`config.mk`:
```
export PLATFORM = sky130hd
export DESIGN_NAME = nbit_updown_counter
export DESIGN_NICKNAME = d
export VERILOG_FILES = /design/src/rtl/nbitctr_pkg.sv /design/src/rtl/nbitctr_next.sv /design/src/rtl/nbit_updown_counter.sv
export SDC_FILE = /design/constraint.sdc
export NUM_CORES = 1
export LEC_CHECK = 0
export BUFFER_PORTS_ARGS = -buffer_cell sky130_fd_sc_hd__buf_4
export CORE_AREA = 3 3 40 42
export CTS_CLUSTER_SIZE = 10
export DETAILED_ROUTE_END_ITERATION = 8
export DIE_AREA = 0 0 43 45
export MAX_ROUTING_LAYER = met4
export PLACE_DENSITY = 0.75
export SYNTH_ARGS = -nofsm -noshare
export SYNTH_HDL_FRONTEND = slang
export SYNTH_HIERARCHICAL = 1
export SYNTH_SLANG_ARGS = --single-unit
export TNS_END_PERCENT = 100
```
`constraint.sdc`:
```
create_clock -name CLK -period 3.2 [get_ports CLK]
set_clock_uncertainty 0.1 [all_clocks]
set_input_delay 0.16 -clock CLK [delete_from_list [all_inputs] [get_ports CLK]]
set_output_delay 0.16 -clock CLK [all_outputs]
set_load 0.01 [all_outputs]
```
`src/rtl/nbitctr_pkg.sv`:
```
// Shared types and helpers for the parametrised up/down counter family.
package nbitctr_pkg;

  typedef enum logic [1:0] {
    WRAP    = 2'd0,
    SAT     = 2'd1,
    ONESHOT = 2'd2
  } ctr_mode_t;

  typedef enum logic {
    RUN  = 1'b0,
    HALT = 1'b1
  } ctr_state_t;

  // Values at or above the modulus are clamped to the top of the range.
  function automatic int unsigned clamp_load(int unsigned val, int unsigned modulus);
    return (val < modulus) ? val : modulus - 1;
  endfunction

endpackage

```
`src/rtl/nbitctr_next.sv`:
```
// Combinational next-value and terminal-count logic for nbit_updown_counter.
module nbitctr_next
  import nbitctr_pkg::*;
#(
  parameter int unsigned N       = 4,
  parameter int unsigned MODULUS = 2**N
) (
  input  logic [N-1:0] y,
  input  logic         UP,
  input  logic [1:0]   MODE,
  output logic [N-1:0] next_y,
  output logic         at_term,
  output logic         wrap
);

  // Compare one bit wider so MODULUS == 2**N does not truncate the top value.
  localparam logic [N:0]   TERM_HI = (N+1)'(MODULUS - 1);
  localparam logic [N:0]   TERM_LO = '0;
  localparam logic [N-1:0] ONE_N   = N'(1);

  logic [N:0]   y_ext;
  logic [N-1:0] step_y;

  always_comb begin
    y_ext   = {1'b0, y};
    at_term = UP ? (y_ext == TERM_HI) : (y_ext == TERM_LO);
    // Reserved encoding 3 falls through to wrap behaviour.
    wrap    = (MODE != SAT) && (MODE != ONESHOT);
    step_y  = UP ? (y + ONE_N) : (y - ONE_N);

    if (!at_term) begin
      next_y = step_y;
    end else if (wrap) begin
      next_y = UP ? '0 : TERM_HI[N-1:0];
    end else begin
      next_y = y;
    end
  end

endmodule

```
`src/rtl/nbit_updown_counter.sv`:
```
// Synchronous up/down counter with modulus, end-of-range modes, cascade carry
// and sticky overflow. Define NBITCTR_CAPTURE_EN to add the CAPTURE/CAP snapshot port.
module nbit_updown_counter
  import nbitctr_pkg::*;
#(
  parameter int unsigned N       = 4,
  parameter int unsigned MODULUS = 2**N
) (
  input  logic         CLK,
  input  logic         RESET,
  input  logic         CLEAR,
  input  logic         LOAD,
  input  logic         COUNT,
  input  logic         CEI,
  input  logic         UP,
  input  logic [1:0]   MODE,
  input  logic [N-1:0] in,
`ifdef NBITCTR_CAPTURE_EN
  input  logic         CAPTURE,
  output logic [N-1:0] CAP,
`endif
  output logic [N-1:0] y,
  output logic         TC,
  output logic         CO,
  output logic         DONE,
  output logic         OVF
);

  ctr_state_t   state_q, state_d;
  logic [N-1:0] y_q, y_d;
  logic         done_q, done_d;
  logic         ovf_q, ovf_d;

  logic [N-1:0] next_y;
  logic [N-1:0] load_val;
  logic         at_term;
  logic         wrap;
  logic         step;

  nbitctr_next #(
    .N       (N),
    .MODULUS (MODULUS)
  ) u_next (
    .y       (y_q),
    .UP      (UP),
    .MODE    (MODE),
    .next_y  (next_y),
    .at_term (at_term),
    .wrap    (wrap)
  );

  always_comb begin
    load_val = N'(clamp_load(32'(in), MODULUS));
    step     = COUNT && CEI && (state_q == RUN);

    y_d     = y_q;
    done_d  = done_q;
    ovf_d   = ovf_q;
    state_d = state_q;

    if (CLEAR) begin
      y_d     = '0;
      done_d  = 1'b0;
      ovf_d   = 1'b0;
      state_d = RUN;
    end else if (LOAD) begin
      y_d     = load_val;
      done_d  = 1'b0;
      state_d = RUN;
    end else if (step) begin
      if (!at_term) begin
        y_d = next_y;
      end else if (wrap) begin
        y_d   = next_y;
        ovf_d = 1'b1;
      end else if (MODE == ONESHOT) begin
        state_d = HALT;
        done_d  = 1'b1;
      end else begin
        ovf_d = 1'b1;
      end
    end
  end

  always_ff @(posedge CLK) begin
    if (RESET) begin
      y_q     <= '0;
      done_q  <= 1'b0;
      ovf_q   <= 1'b0;
      state_q <= RUN;
    end else begin
      y_q     <= y_d;
      done_q  <= done_d;
      ovf_q   <= ovf_d;
      state_q <= state_d;
    end
  end

`ifdef NBITCTR_CAPTURE_EN
  logic [N-1:0] cap_q, cap_d;

  // Snapshot uses the pre-edge value, independent of clear/load/step priority.
  always_comb begin
    cap_d = cap_q;
    if (CAPTURE) begin
      cap_d = y_q;
    end
  end

  always_ff @(posedge CLK) begin
    if (RESET) begin
      cap_q <= '0;
    end else begin
      cap_q <= cap_d;
    end
  end

  assign CAP = cap_q;
`endif

  assign y    = y_q;
  assign TC   = at_term;
  assign CO   = at_term && COUNT && CEI;
  assign DONE = done_q;
  assign OVF  = ovf_q;

endmodule

```
After elaboration in Yosys (flattened, before gate mapping)
Index checks and enable logic that the tools add are counted.

Equal/unequal tests: 6. $lt $le $gt $ge: 0. Mux-type cells: 10. Div/mod/pow operators: 0. Shifts and indexed selects: 0. $add $sub $neg: 2. Bitwise logic cells: 3. $mul: 0. Reduce and logical (&&, ||, !) cells: 12.

Operators by type and width (count): $mux 4 (7); $reduce_and 4->1 (2); $logic_and 1x1->1 (5); $add 4x1->4 const B (1); $eq 4x4->1 const B (1); $logic_not 4->1 (1); $ne 2x1->1 const B (2); $sub 4x1->4 const B (1); $mux 1 (3); $ne 3x2->1 const B (1); $not 1->1 (3); $reduce_or 3->1 (1); $eq 2x2->1 const B (1); $ne 2x2->1 const B (1); $reduce_and 2->1 (1); $reduce_bool 2->1 (1); $reduce_or 2->1 (1).

Bits in writable memories: 0. Bits in registers: 6. Input bits: 13. Bits in read-only memories: 0. Output and inout port bits: 8. Word-level logic and storage cells: 36. Latch bits: 0. Memories: 0.

Longest topological paths before layout
Gate-level depths: netlist (run 1).

Word-level depth: 7. Gate-level depth with buffers: 8. Mapped depth without buffers: 8.

Cells and area by module
Netlist (run 1), hierarchy kept.

Modules (own cells, without submodules): nbit_updown_counter (sequential area each 120.1 sq um, cells an instance 32, area each 301.5 sq um, instances 1); nbitctr_next (sequential area each 0.0 sq um, cells an instance 26, area each 203.9 sq um, instances 1).

Worst setup path after synthesis (run 1)
OpenSTA, ideal clock, no wires.

Kind: flip-flop to flip-flop. Start: register y_q[0] (netlist: y[0]). End: register y_q[3] (netlist: y[3]). Required time: 3.014 ns. Setup slack: 1.256 ns. Setup time: 0.086 ns. Period minus slack after synthesis: 1.944 ns. Cell stages (with the launch flop): 7. Buffers on the path: 0. Data arrival time: 1.759 ns. Cells stage by stage: dfxtp_1 > or4_4 > mux2i_4 > nor2_2 > a211oi_1 > mux2i_1 > a211oi_1.

Word-level cells in the longest chain between the ends: 7. Elaborated cells between the ends (all ways): 13. Those cells by class: 2 x add/sub; 2 x eq/ne; 7 x mux; 2 x reduce/logical.

Ends and longest elaborated chain: start: declaration (line nbit_updown_counter.sv:30) `logic [N-1:0] y_q, y_d;`; start signal: assignment (line nbit_updown_counter.sv:92) `y_q <= y_d;`; $eq 4x4->1 / $logic_not 4->1 (equally long branches) (line nbitctr_next.sv:26) `at_term = UP ? (y_ext == TERM_HI) : (y_ext == TERM_LO);`; $mux 1 * (line nbitctr_next.sv:26); named net TC (line nbit_updown_counter.sv:23) `output logic TC,`; $mux 4 * (line nbitctr_next.sv:31) `if (!at_term) begin`; named net next_y[3] (line nbit_updown_counter.sv:34) `logic [N-1:0] next_y;`; $mux 4 (line nbit_updown_counter.sv:73) `end else if (wrap) begin`; $mux 4 * (line nbit_updown_counter.sv:71) `if (!at_term) begin`; $mux 4 * (line nbit_updown_counter.sv:70) `end else if (step) begin`; $mux 4 * (line nbit_updown_counter.sv:66) `end else if (LOAD) begin`.

The timed path passes the listed nets; every way through them passes the cells marked *. The select of a mux whose other input is x is not followed. A chain may end at the register's enable or synchronous reset.

Final worst setup path (run 1)
Start: register y_q[0] (netlist: y[0]). End: output port CO.

Word-level cells in the longest chain between the ends: 4. Elaborated cells between the ends (all ways): 5. Those cells by class: 1 x eq/ne; 1 x mux; 3 x reduce/logical.

Ends and longest elaborated chain: $eq 4x4->1 / $logic_not 4->1 (equally long branches) (line nbitctr_next.sv:26); $mux 1 * (line nbitctr_next.sv:26); $logic_and 1x1->1 * (2 in series) (line nbit_updown_counter.sv:123) `assign CO = at_term && COUNT && CEI;`; end: declaration (line nbit_updown_counter.sv:24) `output logic CO,`.

Mark *: on every way between the ends. The rest lies on a longest branch, timed or not.

==> impl_metrics.yaml, run 1 <==
sta:
  finalMaxSlewViolations: 0
  max-slew-margin-rel_pct: 66.3
  hold_viol: 0
  fmax_mhz: 470
  layout_setup_ws_ns: 1.07
  tns_ns: 0
  rsz0062_at_grt: "false"
  setup_violations: 0
  post-route-period-util_pct: 66.6
  worst_pin_slew_ns: 0.502
  period_needed_ns: 2.13
job:
  cap_violations: 0
critical_path:
  cp-end-kind: "output port"
  required_ns: 2.94
  path_max_fanout: 10
  rrSetupSlack_ns: 1.16
  reg2reg_to: "y[1]"
  rr_startpoint: "y[0]"
  arrival_ns: 1.87
  rr_worst_depth: 5
  criticalPathCategory: "reg2out"
  critPathLaunchType: "flip-flop"
placed_design:
  place_congestion: 0.863
  dp_slack_ns: 1.09
  io_buffers: 20
  dpl.cell_count: 91
  dp_hpwl_um: 950
cells_and_area:
  num_antenna_cells: 0
  layout-drive-gt1-share_pct: 34.2
  nFillCells: 118
  area.growth.synth_to_final_pct: 36.1
  fin_nets: 97
  final_cell_mix: "20 x buf_4, 9 x a211oi_1, 6 x dfxtp_1, 4 x nor2_1, 4 x mux2i_1"
  fin_cells: 94
  layout_commonest_cell: "buf_4"
power:
  leakage_uw: 0.000304
  power_uw: 239
  ir_worst_vdd_mv: 0.182
  powerDensity_nw_per_um2: 348
worst_hold_path:
  min_to: "DONE"
  hold-path-cell-count: 2
  hp-class: "in2reg"
  min_from: "LOAD"
die:
  die_area_um2: 1940
  start_util_pct: 39.3
  die-height_um: 45
  row_count: 13
  core_area_um2: 1280
  die_w_um: 43
  pin_count: 21
synthesis:
  synth_nets: 74
  yosysTopAreaCellShare_pct: 23.8
  ys_ff_latch: 6
  syn_area_um2: 505
  synth_top_area_cell: "dfxtp_1"
  synth.avg_cell_area_um2: 8.72
  synth_cells: 58
  ys_types: 30
  synthTopCellsByArea: "dfxtp_1 24%, a211oi_1 13%, mux2i_1 7.9%"
  yosysSeqAreaShare_pct: 23.8
  ys_warn_count: 6
cts:
  insertion_delay_ns: 0.26
  cts_tree: "built"
  cts_hold_buffers: 0
  max-clock-path-buffers: 2
  post_cts_resized: 0
  clock_sinks: 6
  cts_buffers: 3
  postCtsSetupRepairBufs: 0
  htree_num_levels: 1
  cts_root_buf: "clkbuf_4"
  path_clk_slew_ns: 0.05
route:
  avgRoutedWirePerCell_um: 12.8
  first_iter_violations: 11
  routed-via-count: 527
  drc: 0
  vias_per_cell: 5.61
  wl_um: 1210
  ant_nets: 0
  dr.pass1.iters: 3
global_routing:
  antenna_found_initial: 0
  grtUsageTotal_pct: 14.8
  grt_overflow: 0
  grt_pass1_wl_um: 2060
  grt_max_degree: 12
  grt_pass1_vias: 503
outcome:
  outcome: "complete, no violations"
[sequential cells by signal, indices dropped and copies added, names as in the netlist]
signal and flops:
DONE 1, OVF 1, y 4
[how the worst max path moves through the flow]
stage	slack [ns]	start	to	cells after the start
6_report	1.07	y[0]	CO	4
2_1_floorplan	1.26	y[0]	y[3]	6
4_1_cts	1.06	y[0]	CO	4
3_3_place_gp	1.17	y[0]	y[1]	5
5_1_grt	0.92	y[2]	y[3]	7
3_5_place_dp	1.09	UP	y[3]	9
[cell type report]
| class | count | area (um2) | share of cell area (%) |
|---|---|---|---|
| Inverter | 3 | 11.3 | 1.64 |
| Tap cell | 15 | 18.8 | 2.73 |
| Timing Repair Buffer | 20 | 150 | 21.8 |
| Clock buffer | 3 | 22.5 | 3.27 |
| Multi-Input combinational cell | 47 | 365 | 53.1 |
| Sequential cell | 6 | 120 | 17.5 |
[cell usage after synthesis]
cell type,count
and3_1,2
nand2b_1,1
nand3_1,1
or3b_1,1
mux2i_4,1
nor2_2,1
o21ai_0,3
or4_4,1
a21o_1,1
nand4_1,1
a31oi_1,2
clkbuf_1,1
and3b_1,1
a211oi_1,9
o211ai_1,1
nor3_1,1
nor3b_1,1
ha_1,2
nand2_1,1
o21a_1,1
nor2_1,4
buf_2,1
fa_1,1
or2_0,1
dfxtp_1,6
xnor2_1,2
o31a_2,1
inv_1,3
a21oi_1,2
mux2i_1,4
[through the flow]
step                      instance area (um2)  util [%]  hold slack, ns
after floorplan                           505         -           0.271
after global placement                    666      51.8           0.355
after detailed placement                  666      51.8           0.359
after CTS                                 688      53.6          0.0906
after global routing                      688      53.6           0.105
final                                     688      53.6          0.0822
[logic make-up after synthesis]
group | after synthesis | synth area share (%)
AO/OA/AOI/OAI | 20 | 27.2
XOR/XNOR | 2 | 3.47
adder cells (fa/ha/maj) | 3 | 8.91
buffers and inverters | 5 | 3.96
flip-flops | 6 | 23.8
multiplexers | 5 | 12.4
AND/OR/NAND/NOR | 17 | 20.3
[where the power goes]
| part | internal [uW] | switching (uW) | leakage [uW] | total [uW] |
|---|---|---|---|---|
| Clock | 42.7 | 31.9 | 0.0000138 | 74.6 |
| Combinational | 42.1 | 38.9 | 0.000242 | 81.0 |
| Sequential | 78.2 | 5.40 | 0.0000489 | 83.6 |
[critical path: stages (launching register included)]
cell     delay, ns
dfxtp_1       0.37
or4_4         0.56
mux2i_4       0.29
and3_1        0.26
buf_4         0.13
[metal layers]
| layer | vias to the layer above | GRT usage, % | routed length (um) |
|---|---|---|---|
| met1 | 237 | 17.3 | 563 |
| met4 | 0 | 9.64 | 28 |
| met3 | 3 | 4.38 | 100 |
| li1 | 264 | - | - |
| met2 | 23 | 22.2 | 513 |
| met5 | - | - | 0 |
(Power assumes the default switching activity.)
==> run 2: changes to the inputs <==
--- a/config.mk
+++ b/config.mk
@@ -11,7 +11,7 @@
 export DETAILED_ROUTE_END_ITERATION = 8
 export DIE_AREA = 0 0 43 45
 export MAX_ROUTING_LAYER = met4
-export PLACE_DENSITY = 0.75
+export PLACE_DENSITY = 0.77
 export SYNTH_ARGS = -nofsm -noshare
 export SYNTH_HDL_FRONTEND = slang
 export SYNTH_HIERARCHICAL = 1
==> constraint.sdc (replaced) <==
create_clock -name CLK -period 1.9 [get_ports CLK]
set_clock_uncertainty 0.1 [all_clocks]
set_input_delay 0.095 -clock CLK [delete_from_list [all_inputs] [get_ports CLK]]
set_output_delay 0.095 -clock CLK [all_outputs]
set_load 0.01 [all_outputs]
==> impl_metrics.yaml, run 2 (same netlist as run 1, synthesis figures left out) <==
die:
  core_area_um2: 1280
  die-height_um: 45
  die_w_um: 43
  pin_count: 21
  start_util_pct: 39.3
  row_count: 13
  die_area_um2: 1940
job:
  cap_violations: 0
sta:
  fmax_mhz: 502
  max-slew-margin-rel_pct: 59.4
  worst_pin_slew_ns: 0.604
  post-route-period-util_pct: 105
  period_needed_ns: 1.99
  finalMaxSlewViolations: 0
  tns_ns: -0.328
  rsz0062_at_grt: "true"
  setup_violations: 5
  hold_ws_ns: 0.0719
  layout_setup_ws_ns: -0.0936
  hold_viol: 0
route:
  avgRoutedWirePerCell_um: 14.8
  top_layer: "met4"
  drc: 0
  dr_wl_met2_um: 834
  routedLengthMet1_um: 636
  ant_nets: 0
  wl_met3_um: 87
  routed-via-count: 589
  wl_um: 1590
  dr.pass1.iters: 2
  first_iter_violations: 1
  vias_per_cell: 5.50
cts:
  htree_num_levels: 1
  cts_hold_buffers: 0
  cts_root_buf: "clkbuf_4"
  insertion_delay_ns: 0.26
  cts_buffers: 3
  path_clk_slew_ns: 0.05
  clock_sinks: 6
  max-clock-path-buffers: 2
  cts_tree: "built"
worst_hold_path:
  hold-path-cell-count: 2
  min_to: "DONE"
  hp-class: "in2reg"
  min_from: "LOAD"
critical_path:
  crit_top_cell: "buf_6"
  criticalPathCategory: "reg2out"
  critPathLaunchType: "flip-flop"
  rr_worst_depth: 7
  reg2reg_to: "y[3]"
  rr_startpoint: "y[0]"
  arrival_ns: 1.80
  cp_cell_sequence: "or4_4 > mux2i_4 > buf_6 > and3_4 > buf_6"
  path_max_fanout: 7
  crit_buf_inv: 2
  critPathSlowestCell: "or4_4"
  slowest_delay_ns: 0.54
  critPathTopFamily: "simple AND/OR/NAND/NOR gates"
  required_ns: 1.70
  rrSetupSlack_ns: -0.09
  crit_cells: 5
  cp-end-kind: "output port"
power:
  leakage_uw: 0.000387
  power_uw: 480
  powerDensity_nw_per_um2: 541
  ir_worst_vdd_mv: 0.252
cells_and_area:
  num_antenna_cells: 0
  area.growth.synth_to_final_pct: 75.7
  fin_area_um2: 888
  layout-drive-gt1-share_pct: 62.0
  final_cell_mix: "29 x buf_4, 7 x a211oi_2, 4 x nor2_1, 4 x mux2i_1, 4 x buf_6"
  layout_commonest_cell: "buf_4"
  largest_reg_flops: 4
  fin_nets: 110
  final_core_utilization_pct: 69.1
global_routing:
  grt_max_degree: 12
  grt_pass1_wl_um: 2530
  grt_overflow: 0
  antenna_found_initial: 0
  grtUsageTotal_pct: 18.6
  grt_pass1_vias: 599
outcome:
  violations: "negative setup slack"
  outcome: "finished with violations"
placed_design:
  io_buffers: 20
  place_congestion: 0.785
  dp_hpwl_um: 1180
  place_area_um2: 758
[run 2: cell type report]
cell class	instances	area [um2]
multi-input combinational	47	449
sequential	6	124
clock buffer	3	22.5
inverter	3	11.3
tap	15	18.8
timing repair buffer	33	263
fill	99	397
[run 2: per-layer routing]
metal  vias to the layer above  GRT usage (%)
li1                        290              -
met1                       280           18.4
met2                        15           33.2
met3                         4           6.77
met4                         0           7.23
met5                         -              -
[run 2: timing repair]
item	in CTS	in global routing
resized for setup	18	5
buffers inserted	1	0
pin swaps	3	3
setup endpoints to repair	5	7
[run 2: how the worst max path moves through the flow]
stage	startpoint	end	slack, ns
3_3_place_gp	y[2]	y[3]	-0.10
3_5_place_dp	y[2]	y[3]	-0.11
6_report	y[0]	CO	-0.09
2_1_floorplan	y[0]	y[0]	-0.005
4_1_cts	y[0]	CO	-0.07
5_1_grt	y[0]	y[0]	-0.17
[run 2: report_power, final]
group / internal, uW / switching (uW) / leakage (uW)
logic: 115 / 99.0 / 0.000323
clock network: 72.1 / 56.4 / 0.0000138
registers: 132 / 4.88 / 0.0000501
[run 2: through the flow]
step                setup slack [ns]  instances
global route                  -0.167        107
detailed placement            -0.115        103
finish                       -0.0936        107
CTS                          -0.0736        107
floorplan                   -0.00516         58
global placement              -0.105        103
[run 2: worst reg2reg max path, cell delays in order (launching register included)]
cell and delay [ns]:
dfxtp_2 0.31, or4_4 0.54, mux2i_4 0.27, buf_6 0.15, nor2_2 0.03, a211oi_2 0.21
mux2i_1 0.12, a211oi_2 0.18
